<file path="src/rtl/fdiv_arbiter_if.sv">
// rtl/fdiv_arbiter_if.sv - requester, divider and response signals of the shared fdiv arbiter
interface fdiv_arbiter_if #(
    parameter int TAG_W = 5
);
    logic             req0_valid;
    logic             req0_ready;
    logic [31:0]      req0_x1;
    logic [31:0]      req0_x2;
    logic [TAG_W-1:0] req0_tag;
    logic             req1_valid;
    logic             req1_ready;
    logic [31:0]      req1_x1;
    logic [31:0]      req1_x2;
    logic [TAG_W-1:0] req1_tag;
    logic [31:0]      div_x1;
    logic [31:0]      div_x2;
    logic [31:0]      div_y;
    logic             rsp_valid;
    logic             rsp_ready;
    logic [31:0]      rsp_y;
    logic [TAG_W-1:0] rsp_tag;
    logic             rsp_id;
    logic             busy;

    modport slave (
        input  req0_valid, req0_x1, req0_x2, req0_tag,
        output req0_ready,
        input  req1_valid, req1_x1, req1_x2, req1_tag,
        output req1_ready,
        output div_x1, div_x2,
        input  div_y,
        output rsp_valid, rsp_y, rsp_tag, rsp_id,
        input  rsp_ready,
        output busy
    );

    modport master (
        output req0_valid, req0_x1, req0_x2, req0_tag,
        input  req0_ready,
        output req1_valid, req1_x1, req1_x2, req1_tag,
        input  req1_ready,
        input  div_x1, div_x2,
        output div_y,
        input  rsp_valid, rsp_y, rsp_tag, rsp_id,
        output rsp_ready,
        input  busy
    );
endinterface

</file>
<file path="src/rtl/fdiv_arbiter.sv">
// rtl/fdiv_arbiter.sv - round-robin sharing of one pipelined fdiv with credit-limited response FIFO
module fdiv_arbiter #(
    parameter int LATENCY    = 9,
    parameter int TAG_W      = 5,
    parameter int FIFO_DEPTH = 16
) (
    input  logic           clk,
    input  logic           rst,
    fdiv_arbiter_if.slave  bus
);
    localparam int CNT_W = $clog2(FIFO_DEPTH + 1);
    localparam int AW    = $clog2(FIFO_DEPTH);
    localparam int ENT_W = 32 + 1 + TAG_W;

    logic [CNT_W-1:0] cnt;
    logic             prio;
    logic             credit_ok;
    logic             any_valid;
    logic             gnt_id;
    logic             issue;
    logic             push;
    logic             pop;
    logic             empty;
    logic             full;
    logic [TAG_W-1:0] gnt_tag;
    logic [ENT_W-1:0] head;

    logic             pipe_v   [LATENCY];
    logic             pipe_id  [LATENCY];
    logic [TAG_W-1:0] pipe_tag [LATENCY];

    logic [ENT_W-1:0] mem [FIFO_DEPTH];
    logic [AW:0]      wr_ptr;
    logic [AW:0]      rd_ptr;

    // Credit covers both the divider pipe and the FIFO, so the FIFO can never overflow.
    assign credit_ok = cnt < CNT_W'(FIFO_DEPTH);
    assign any_valid = bus.req0_valid | bus.req1_valid;
    assign gnt_id    = (bus.req0_valid && bus.req1_valid) ? prio : bus.req1_valid;
    assign issue     = !rst && credit_ok && any_valid;

    assign bus.req0_ready = issue && !gnt_id;
    assign bus.req1_ready = issue && gnt_id;
    assign bus.div_x1     = issue ? (gnt_id ? bus.req1_x1 : bus.req0_x1) : 32'h0;
    assign bus.div_x2     = issue ? (gnt_id ? bus.req1_x2 : bus.req0_x2) : 32'h0;
    assign gnt_tag        = gnt_id ? bus.req1_tag : bus.req0_tag;

    assign empty = (wr_ptr == rd_ptr);
    assign full  = (wr_ptr[AW] != rd_ptr[AW]) && (wr_ptr[AW-1:0] == rd_ptr[AW-1:0]);
    assign push  = pipe_v[LATENCY-1];
    assign pop   = !empty && bus.rsp_ready;

    assign head          = empty ? '0 : mem[rd_ptr[AW-1:0]];
    assign bus.rsp_valid = !empty;
    assign bus.rsp_y     = head[ENT_W-1 -: 32];
    assign bus.rsp_id    = head[TAG_W];
    assign bus.rsp_tag   = head[TAG_W-1:0];
    assign bus.busy      = (cnt != '0);

    always_ff @(posedge clk) begin
        if (rst) begin
            cnt    <= '0;
            prio   <= 1'b0;
            wr_ptr <= '0;
            rd_ptr <= '0;
            for (int i = 0; i < LATENCY; i++) pipe_v[i] <= 1'b0;
        end else begin
            assert (!(push && full));
            if (issue && !pop)
                cnt <= cnt + 1'b1;
            else if (!issue && pop)
                cnt <= cnt - 1'b1;
            if (issue)
                prio <= ~gnt_id;
            pipe_v[0] <= issue;
            for (int i = 1; i < LATENCY; i++) pipe_v[i] <= pipe_v[i-1];
            if (push)
                wr_ptr <= wr_ptr + 1'b1;
            if (pop)
                rd_ptr <= rd_ptr + 1'b1;
        end
    end

    // Payload needs no reset: it is only consumed where the matching valid bit is set.
    always_ff @(posedge clk) begin
        pipe_id[0]  <= gnt_id;
        pipe_tag[0] <= gnt_tag;
        for (int i = 1; i < LATENCY; i++) begin
            pipe_id[i]  <= pipe_id[i-1];
            pipe_tag[i] <= pipe_tag[i-1];
        end
        if (push)
            mem[wr_ptr[AW-1:0]] <= {bus.div_y, pipe_id[LATENCY-1], pipe_tag[LATENCY-1]};
    end
endmodule

</file>
<file path="src/flat_wrapper.sv">
// flat-port wrapper written by rule: the top's interface ports become plain ports
module fdiv_arbiter_flat 
#(
    parameter int LATENCY    = 9,
    parameter int TAG_W      = 5,
    parameter int FIFO_DEPTH = 16
)
  (clk, rst, bus_req0_valid, bus_req0_x1, bus_req0_x2, bus_req0_tag, bus_req0_ready, bus_req1_valid, bus_req1_x1, bus_req1_x2, bus_req1_tag, bus_req1_ready, bus_div_x1, bus_div_x2, bus_div_y, bus_rsp_valid, bus_rsp_y, bus_rsp_tag, bus_rsp_id, bus_rsp_ready, bus_busy);
  fdiv_arbiter_if #(.TAG_W(TAG_W)) bus_i ();
  input  logic clk;
  input  logic rst;
  input wire logic [$bits(bus_i.req0_valid)-1:0] bus_req0_valid;
  input wire logic [$bits(bus_i.req0_x1)-1:0] bus_req0_x1;
  input wire logic [$bits(bus_i.req0_x2)-1:0] bus_req0_x2;
  input wire logic [$bits(bus_i.req0_tag)-1:0] bus_req0_tag;
  output wire logic [$bits(bus_i.req0_ready)-1:0] bus_req0_ready;
  input wire logic [$bits(bus_i.req1_valid)-1:0] bus_req1_valid;
  input wire logic [$bits(bus_i.req1_x1)-1:0] bus_req1_x1;
  input wire logic [$bits(bus_i.req1_x2)-1:0] bus_req1_x2;
  input wire logic [$bits(bus_i.req1_tag)-1:0] bus_req1_tag;
  output wire logic [$bits(bus_i.req1_ready)-1:0] bus_req1_ready;
  output wire logic [$bits(bus_i.div_x1)-1:0] bus_div_x1;
  output wire logic [$bits(bus_i.div_x2)-1:0] bus_div_x2;
  input wire logic [$bits(bus_i.div_y)-1:0] bus_div_y;
  output wire logic [$bits(bus_i.rsp_valid)-1:0] bus_rsp_valid;
  output wire logic [$bits(bus_i.rsp_y)-1:0] bus_rsp_y;
  output wire logic [$bits(bus_i.rsp_tag)-1:0] bus_rsp_tag;
  output wire logic [$bits(bus_i.rsp_id)-1:0] bus_rsp_id;
  input wire logic [$bits(bus_i.rsp_ready)-1:0] bus_rsp_ready;
  output wire logic [$bits(bus_i.busy)-1:0] bus_busy;
  assign bus_i.req0_valid = bus_req0_valid;
  assign bus_i.req0_x1 = bus_req0_x1;
  assign bus_i.req0_x2 = bus_req0_x2;
  assign bus_i.req0_tag = bus_req0_tag;
  assign bus_req0_ready = bus_i.req0_ready;
  assign bus_i.req1_valid = bus_req1_valid;
  assign bus_i.req1_x1 = bus_req1_x1;
  assign bus_i.req1_x2 = bus_req1_x2;
  assign bus_i.req1_tag = bus_req1_tag;
  assign bus_req1_ready = bus_i.req1_ready;
  assign bus_div_x1 = bus_i.div_x1;
  assign bus_div_x2 = bus_i.div_x2;
  assign bus_i.div_y = bus_div_y;
  assign bus_rsp_valid = bus_i.rsp_valid;
  assign bus_rsp_y = bus_i.rsp_y;
  assign bus_rsp_tag = bus_i.rsp_tag;
  assign bus_rsp_id = bus_i.rsp_id;
  assign bus_i.rsp_ready = bus_rsp_ready;
  assign bus_busy = bus_i.busy;
  fdiv_arbiter #(.LATENCY(LATENCY), .TAG_W(TAG_W), .FIFO_DEPTH(FIFO_DEPTH)) u_core (.clk(clk), .rst(rst), .bus(bus_i));
endmodule
</file>
<file path="config.mk">
export PLATFORM = sky130hd
export DESIGN_NAME = fdiv_arbiter_flat
export DESIGN_NICKNAME = d
export VERILOG_FILES = /design/src/rtl/fdiv_arbiter_if.sv /design/src/rtl/fdiv_arbiter.sv /design/src/flat_wrapper.sv
export SDC_FILE = /design/constraint.sdc
export NUM_CORES = 1
export LEC_CHECK = 0
export CORE_MARGIN = 2
export CORE_UTILIZATION = 56
export CTS_CLUSTER_DIAMETER = 200
export CTS_CLUSTER_SIZE = 16
export DETAILED_ROUTE_END_ITERATION = 16
export PLACE_DENSITY_LB_ADDON = 0.12
export SLEW_MARGIN = 15
export SYNTH_ARGS = -nofsm -noshare
export SYNTH_HDL_FRONTEND = slang
export SYNTH_SLANG_ARGS = --single-unit
</file>
<file path="constraint.sdc">
create_clock -name clk -period 3.6 [get_ports clk]
set_input_delay 0.72 -clock clk [delete_from_list [all_inputs] [get_ports clk]]
set_output_delay 0.72 -clock clk [all_outputs]
set_load 0.01 [all_outputs]
</file>
# Yosys cells after proc, flatten, opt, wreduce, memory -nomap -nowiden
# Memory sizes are Yosys's and may differ from the RTL's. A register that Yosys moved wholly into a read port is not among the register bits.
# Index checks and enable logic that the tools add are counted.
[word_totals] reg_bits=16 mem_bits_rw=671 wordCells=65 mem_count=4
[classes] n_addsub=4 order_cmp=1 n_eq_ne=1 mux=25 bitwise=11 n_reduce_logical=15
[mem_list] name="u_core.mem" depth=16 word_bits=38 read_ports=1 rd_clocked_by_memory_dff=1 write_ports=1 line="fdiv_arbiter.sv:32" text="logic [ENT_W-1:0] mem [FIFO_DEPTH];"
[mem_list] name="u_core.pipe_tag" depth=9 word_bits=5 read_ports=9 rd_clocked_by_memory_dff=0 write_ports=9 line="fdiv_arbiter.sv:30" text="logic [TAG_W-1:0] pipe_tag [LATENCY];"
[mem_list] name="u_core.pipe_id" depth=9 word_bits=1 read_ports=9 rd_clocked_by_memory_dff=0 write_ports=9 line="fdiv_arbiter.sv:29" text="logic pipe_id [LATENCY];"
[mem_list] name="u_core.pipe_v" depth=9 word_bits=1 read_ports=9 rd_clocked_by_memory_dff=0 write_ports=9 line="fdiv_arbiter.sv:28" text="logic pipe_v [LATENCY];"
[op_table] operator="$mux 32" n=4
[op_table] operator="$mux 38" n=1
[op_table] operator="$add 5x1->5 const B" n=3
[op_table] operator="$mux 1" n=15
[op_table] operator="$mux 5" n=3
[op_table] operator="$or 1x1->1" n=10
[op_table] operator="$logic_and 1x1->1" n=8
[op_table] operator="$mux 4" n=2
[op_table] operator="$eq 5x5->1" n=1
[op_table] operator="$logic_not 1->1" n=5
[op_table] operator="$lt 5x5->1 const B" n=1
[op_table] operator="$reduce_bool 5->1" n=1
[op_table] operator="$sub 5x1->5 const B" n=1
[op_table] operator="$reduce_bool 2->1" n=1
[op_table] operator="$not 1->1" n=1

# Logic depth before layout (Yosys ltp)
[logic_depth] depth_word=7 depth_mapped=12

# Worst setup path after synthesis
# OpenSTA, ideal clock, no wires.
[synth_path] path_type="register to register" start="reg u_core.wr_ptr[2]" end="reg u_core.cnt[4]" setup_time_ns=0.121 t_arrival_ns=2.560 t_required_ns=3.479 slack_ns=0.920 stages_incl_launch_ff=13 n_path_buf=1 synth_period_minus_slack_ns=2.680 path_cell_list="dfxtp_1 -> buf_2 -> xor2_1 -> nor3_2 -> a21boi_1 -> inv_1 -> ha_1 -> inv_1 -> fa_1 -> a21o_1 -> a21oi_1 -> mux2i_1 -> mux2_2"
[synth_between] elab_chain_cells=6 elab_cells_between_ends=8 classes_between="eq/ne: 1; mux: 1; reduce/logical: 6"
[synth_lines] item="start, declared" line="fdiv_arbiter.sv:33" text="logic [AW:0] wr_ptr;"
[synth_lines] item="start signal, assigned" line="fdiv_arbiter.sv:78" text="wr_ptr <= wr_ptr + 1'b1;"
[synth_lines] item="$eq 5x5->1 (*)" line="fdiv_arbiter.sv:48" text="assign empty = (wr_ptr == rd_ptr);"
[synth_lines] item="$logic_not 1->1 (*)" line="fdiv_arbiter.sv:51" text="assign pop = !empty && bus.rsp_ready;"
[synth_lines] item="$logic_and 1x1->1 (*)" line="fdiv_arbiter.sv:51"
[synth_lines] item="$logic_not 1->1" line="fdiv_arbiter.sv:69" text="if (issue && !pop)"
[synth_lines] item="$logic_and 1x1->1" line="fdiv_arbiter.sv:69"
[synth_lines] item="$mux 5 / $reduce_bool 2->1 (equally long branches)"
[synth_lines] item="end signal, assigned" line="fdiv_arbiter.sv:70" text="cnt <= cnt + 1'b1;"
[synth_lines] item="end signal, assigned" line="fdiv_arbiter.sv:72" text="cnt <= cnt - 1'b1;"
[synth_lines] item="end, declared" line="fdiv_arbiter.sv:15" text="logic [CNT_W-1:0] cnt;"
# Mark *: on every way between the ends. The rest lies on a longest branch, timed or not.
# A chain may end at the register's enable or synchronous reset.

# Final worst setup path
[layout_path] start="in bus_req0_valid" end="out bus_div_x1[31]"
[layout_between] elab_chain_cells=4 elab_cells_between_ends=6 classes_between="mux: 3; bitwise: 1; reduce/logical: 2"
[layout_lines] item="start, declared" line="flat_wrapper.sv:12" text="input wire logic [$bits(bus_i.req0_valid)-1:0] bus_req0_valid;"
[layout_lines] item="$logic_and 1x1->1" line="fdiv_arbiter.sv:39" text="assign gnt_id = (bus.req0_valid && bus.req1_valid) ? prio : bus.req1_valid;"
[layout_lines] item="$mux 1" line="fdiv_arbiter.sv:39"
[layout_lines] item="$mux 32" line="fdiv_arbiter.sv:44" text="assign bus.div_x1 = issue ? (gnt_id ? bus.req1_x1 : bus.req0_x1) : 32'h0;"
[layout_lines] item="$mux 32 (*)" line="fdiv_arbiter.sv:44"
[layout_lines] item="end, declared" line="flat_wrapper.sv:22" text="output wire logic [$bits(bus_i.div_x1)-1:0] bus_div_x1;"
# Marks and branches as above.

==> metrics.md <==
| Metric | Value |
|---|---|
| Main flop type after synthesis | edfxtp_1 |
| Logic pwr share | around 6.5% |
| Gpl congestion | about 1.0 |
| Port bufs | 280 |
| Initial antenna violation count | 12 |
| Layout Area Growth over Synthesis | 21.26% |
| Hold Crit Class | reg2reg |
| Routed length per instance | ~30 µm |
| # H-tree levels | 2 |
| Die Wd | around 220 µm |
| Via density | roughly 6.2 |
| Clock-pin slew on the worst setup and hold paths | about 0.070 ns |
| Int Power | roughly 12 mW |
| Worst-Skew Late Latency | ~0.6 ns |
| R2r worst-path depth | 11 |
| Max transition margin | 45.14% |
| Worst setup SP type | input port |
| Cell Rows | 78 |
| Max Root-Sink Buffers | 3 |
| Initial Util | 56.96% |
| Commonest non-fill, non-tap cell in the layout | edfxtp_1 |
| Post-Route WL | 64910 µm |
| RSZ-0062 raised after global routing | true |
| Net Switching | between 3 and 4 mW |
| Post-layout nets | approximately 1700 |
| CTS Root Cell | clkbuf_16 |
| Post-Synthesis Cell Area | approximately 26000 µm² |
| Leak Pwr | between 10 and 15 nW |
| Status | finished clean |
| Pre-antenna DRT Iters | 5 |
| DP HPWL | about 40000 µm |
| Reg2reg end | u_core.cnt[4]$_SDFFE_PP0P_ |
| Power share of the clock group | around a third |
| Worst EP required | approximately 2.9 ns |
| Ys async rst share | 0% |
| Vias | 13553 |
| WP data arrival | 2.81 ns |
| Worst r2r src | u_core.wr_ptr[3]$_SDFFE_PP0P_ |
| DRC Markers | 0 |
| Final Cycle Share | 97.92% |
| First-pass GRT wire length | between 90000 and 100000 µm |
| Post-route ant nets | 0 |
| Global route total overflow | 0 |
| Simple-gate portion of the synthesized area | about 1.5% |
| Switching share of power | 20.12% |
| Mux contribution to synthesized area | 13.82% |
| Die Footprint | slightly below 50000 µm² |
| Setup violators final | 0 |
| Tmin final | approximately 3.5 ns |
| Reg2reg setup slack | around 0.75 ns |
| Post-Syn Instances | about 1200 |
| Post-synthesis adder-cell area fraction | 0.5109% |
| Power share of the sequential group | approximately three fifths |
| Share of layout cells above drive strength 1 | between 20% and 30% |
| XOR/XNOR Fraction of Synth Area | 0.4049% |
| Distinct cells, synth | 36 |
| Main combinational cell family by area after synthesis | multiplexers |
| Post-synth EDFFs | 608 |
| Fill count | 2906 |
| Fin Hold WS | approximately 0.31 ns |
| GRT Total Usage | 27.42% |
| MaxCap Viol Count | 0 |
| Vias in the first global route | roughly 14000 |
| CTS Buf Count | 49 |
| CP Class | in2out |
| Placeable Area | about 46000 µm² |
| Synthesis warning total | 0 |
| Boundary Pins | 281 |
| CP Capture Point | bus_div_x1[31] |
| Mapped Nets | between 1000 and 1500 |
| Seq/Total Area, Yosys | around 77% |
| Synthesized area per cell | ~21 µm² |
| Num Clock Sinks | 691 |
| Setup_tns | 0 ns |
| Maximum VDD drop | 0.3421 mV |
| DRT iter0 DRCs | roughly 1300 |
| P per Cell Area | ~470 nW/µm² |
| CTS tree | done |
| Largest fanout on the critical path | 33 |
| Max Slew Vio Count | 0 |
| Most frequent cells in the layout | 608 x edfxtp_1, 267 x clkdlybuf4s50_1, 152 x mux4_2 |
| Flops & latches, synth | between 600 and 700 |
| Slew @ Worst Pin | 0.8230 ns |
| Final Hold Viols | 0 |
| Fmax | between 200 and 300 MHz |
| Largest net degree at the start of global routing | 67 |
| Chip Height | ~220 µm |
| Crit path from | bus_req0_valid |
| Clock skew | approximately 0.023 ns |
| Compound-Gate Fraction of Synth Area | 5.413% |
| Crit path capture type | primary output |
-- area by class of cell --
cell class | instances | area, µm² | area share [%]
sequential | 691 | 19930 | 63.30
clock buffer | 70 | 1348 | 4.281
tap | 600 | 750.7 | 2.385
inverter | 7 | 26.28 | 0.08347
timing repair buffer | 354 | 3687 | 11.71
clock inverter | 2 | 25.02 | 0.07949
antenna | 6 | 15.01 | 0.04770
multi-input combinational | 452 | 5700 | 18.11
-- stage by stage --
step / instance area [µm²] / power, mW / worst slack, ns / cells / utilization (%)
after floorplan: 25960 / 9.373 / 0.9197 / 1224 / -
after global placement: 29820 / 9.960 / 0.07618 / 2088 / 65.42
after detailed placement: 29820 / 9.979 / 0.05722 / 2088 / 65.42
after CTS: 31330 / 14.99 / 0.004023 / 2168 / 68.75
after global routing: 31480 / 15.35 / -0.009115 / 2181 / 69.06
final: 31480 / 14.92 / 0.07496 / 2182 / 69.07
-- state kept, by name (all words and copies together), names as in the netlist, named ones only --
register and count:
u_core.pipe_v 9, u_core.cnt 5, u_core.mem 608, u_core.wr_ptr 5, u_core.pipe_tag 45, u_core.pipe_id 9
u_core.prio 1, u_core.rd_ptr 5
-- worst max-delay path, stage by stage --
cell and delay, ns:
clkdlybuf4s50_1 0.55, inv_1 0.08, o21ai_2 0.19, and2_2 0.27
buf_12 0.21, a22o_1 0.17, clkdlybuf4s50_1 0.59
-- power by group through the flow --
stage | clock [mW] | sequential (mW) | combinational [mW]
floorplan | 0 | 9.02 | 0.355
global placement | 0 | 9.03 | 0.929
detailed placement | 0 | 9.04 | 0.943
CTS | 5.18 | 8.86 | 0.950
global route | 5.46 | 8.87 | 1.02
finish | 5.10 | 8.86 | 0.966
-- synth_stat cells, drive strengths merged, types with 3 or more instances --
master / count / area, µm²
xnor2: 3 / 26.28
dfxtp: 83 / 1662
nor3: 4 / 25.02
a22o: 64 / 560.5
a21oi: 44 / 220.2
buf: 39 / 260.3
inv: 7 / 26.27
mux2: 11 / 123.9
a22oi: 76 / 570.6
nor2: 21 / 78.83
mux2i: 4 / 40.04
edfxtp: 608 / 18260
nand4: 3 / 18.77
nand2: 4 / 15.01
mux4: 152 / 3423
clkbuf: 35 / 131.4
nor2b: 15 / 93.84
and2: 19 / 118.9
ha: 9 / 112.6
xor2: 9 / 78.83
-- worst min path at each step --
stage	startpoint	endpoint	slack, ns	cells after the start
2_1_floorplan	u_core.pipe_id[0][0]$_DFF_P_	u_core.pipe_id[0][1]$_DFF_P_	0.31	0
3_3_place_gp	u_core.pipe_id[0][3]$_DFF_P_	u_core.pipe_id[0][4]$_DFF_P_	0.31	0
3_5_place_dp	u_core.pipe_id[0][5]$_DFF_P_	u_core.pipe_id[0][6]$_DFF_P_	0.31	0
4_1_cts	u_core.pipe_tag[0][3]$_DFF_P_	u_core.pipe_tag[0][8]$_DFF_P_	0.31	0
5_1_grt	u_core.pipe_tag[0][3]$_DFF_P_	u_core.pipe_tag[0][8]$_DFF_P_	0.31	0
6_report	u_core.pipe_tag[0][3]$_DFF_P_	u_core.pipe_tag[0][8]$_DFF_P_	0.31	0
-- metal layers --
layer / wire length, µm / share of wire (%) / global-route usage (%) / up-vias
met5: 23 / 0.035 / 0 / -
met2: 33240 / 51 / 46.60 / 641
met3: 5002 / 7.7 / 5.793 / 138
met4: 3324 / 5.1 / 13.36 / 4
li1: - / - / - / 5747
met1: 23320 / 36 / 33.65 / 7023
-- kinds of logic after synthesis --
family                     count (synthesis)
DFF                                      691
adders and majority gates                 10
buffers and inverters                     81
xor gates and xnor gates                  12
muxes                                    167
and+or+nand+nor                           72
AOI/OAI and AO/OA                        191
-- repair_timing --
item,in CTS,in global routing
gates cloned,3,1
setup buffers,5,7
resized for setup,13,13
endpoints found under the setup margin,38,28
pin swaps,0,1
hold buffers,0,0
(Power assumes the default switching activity.)
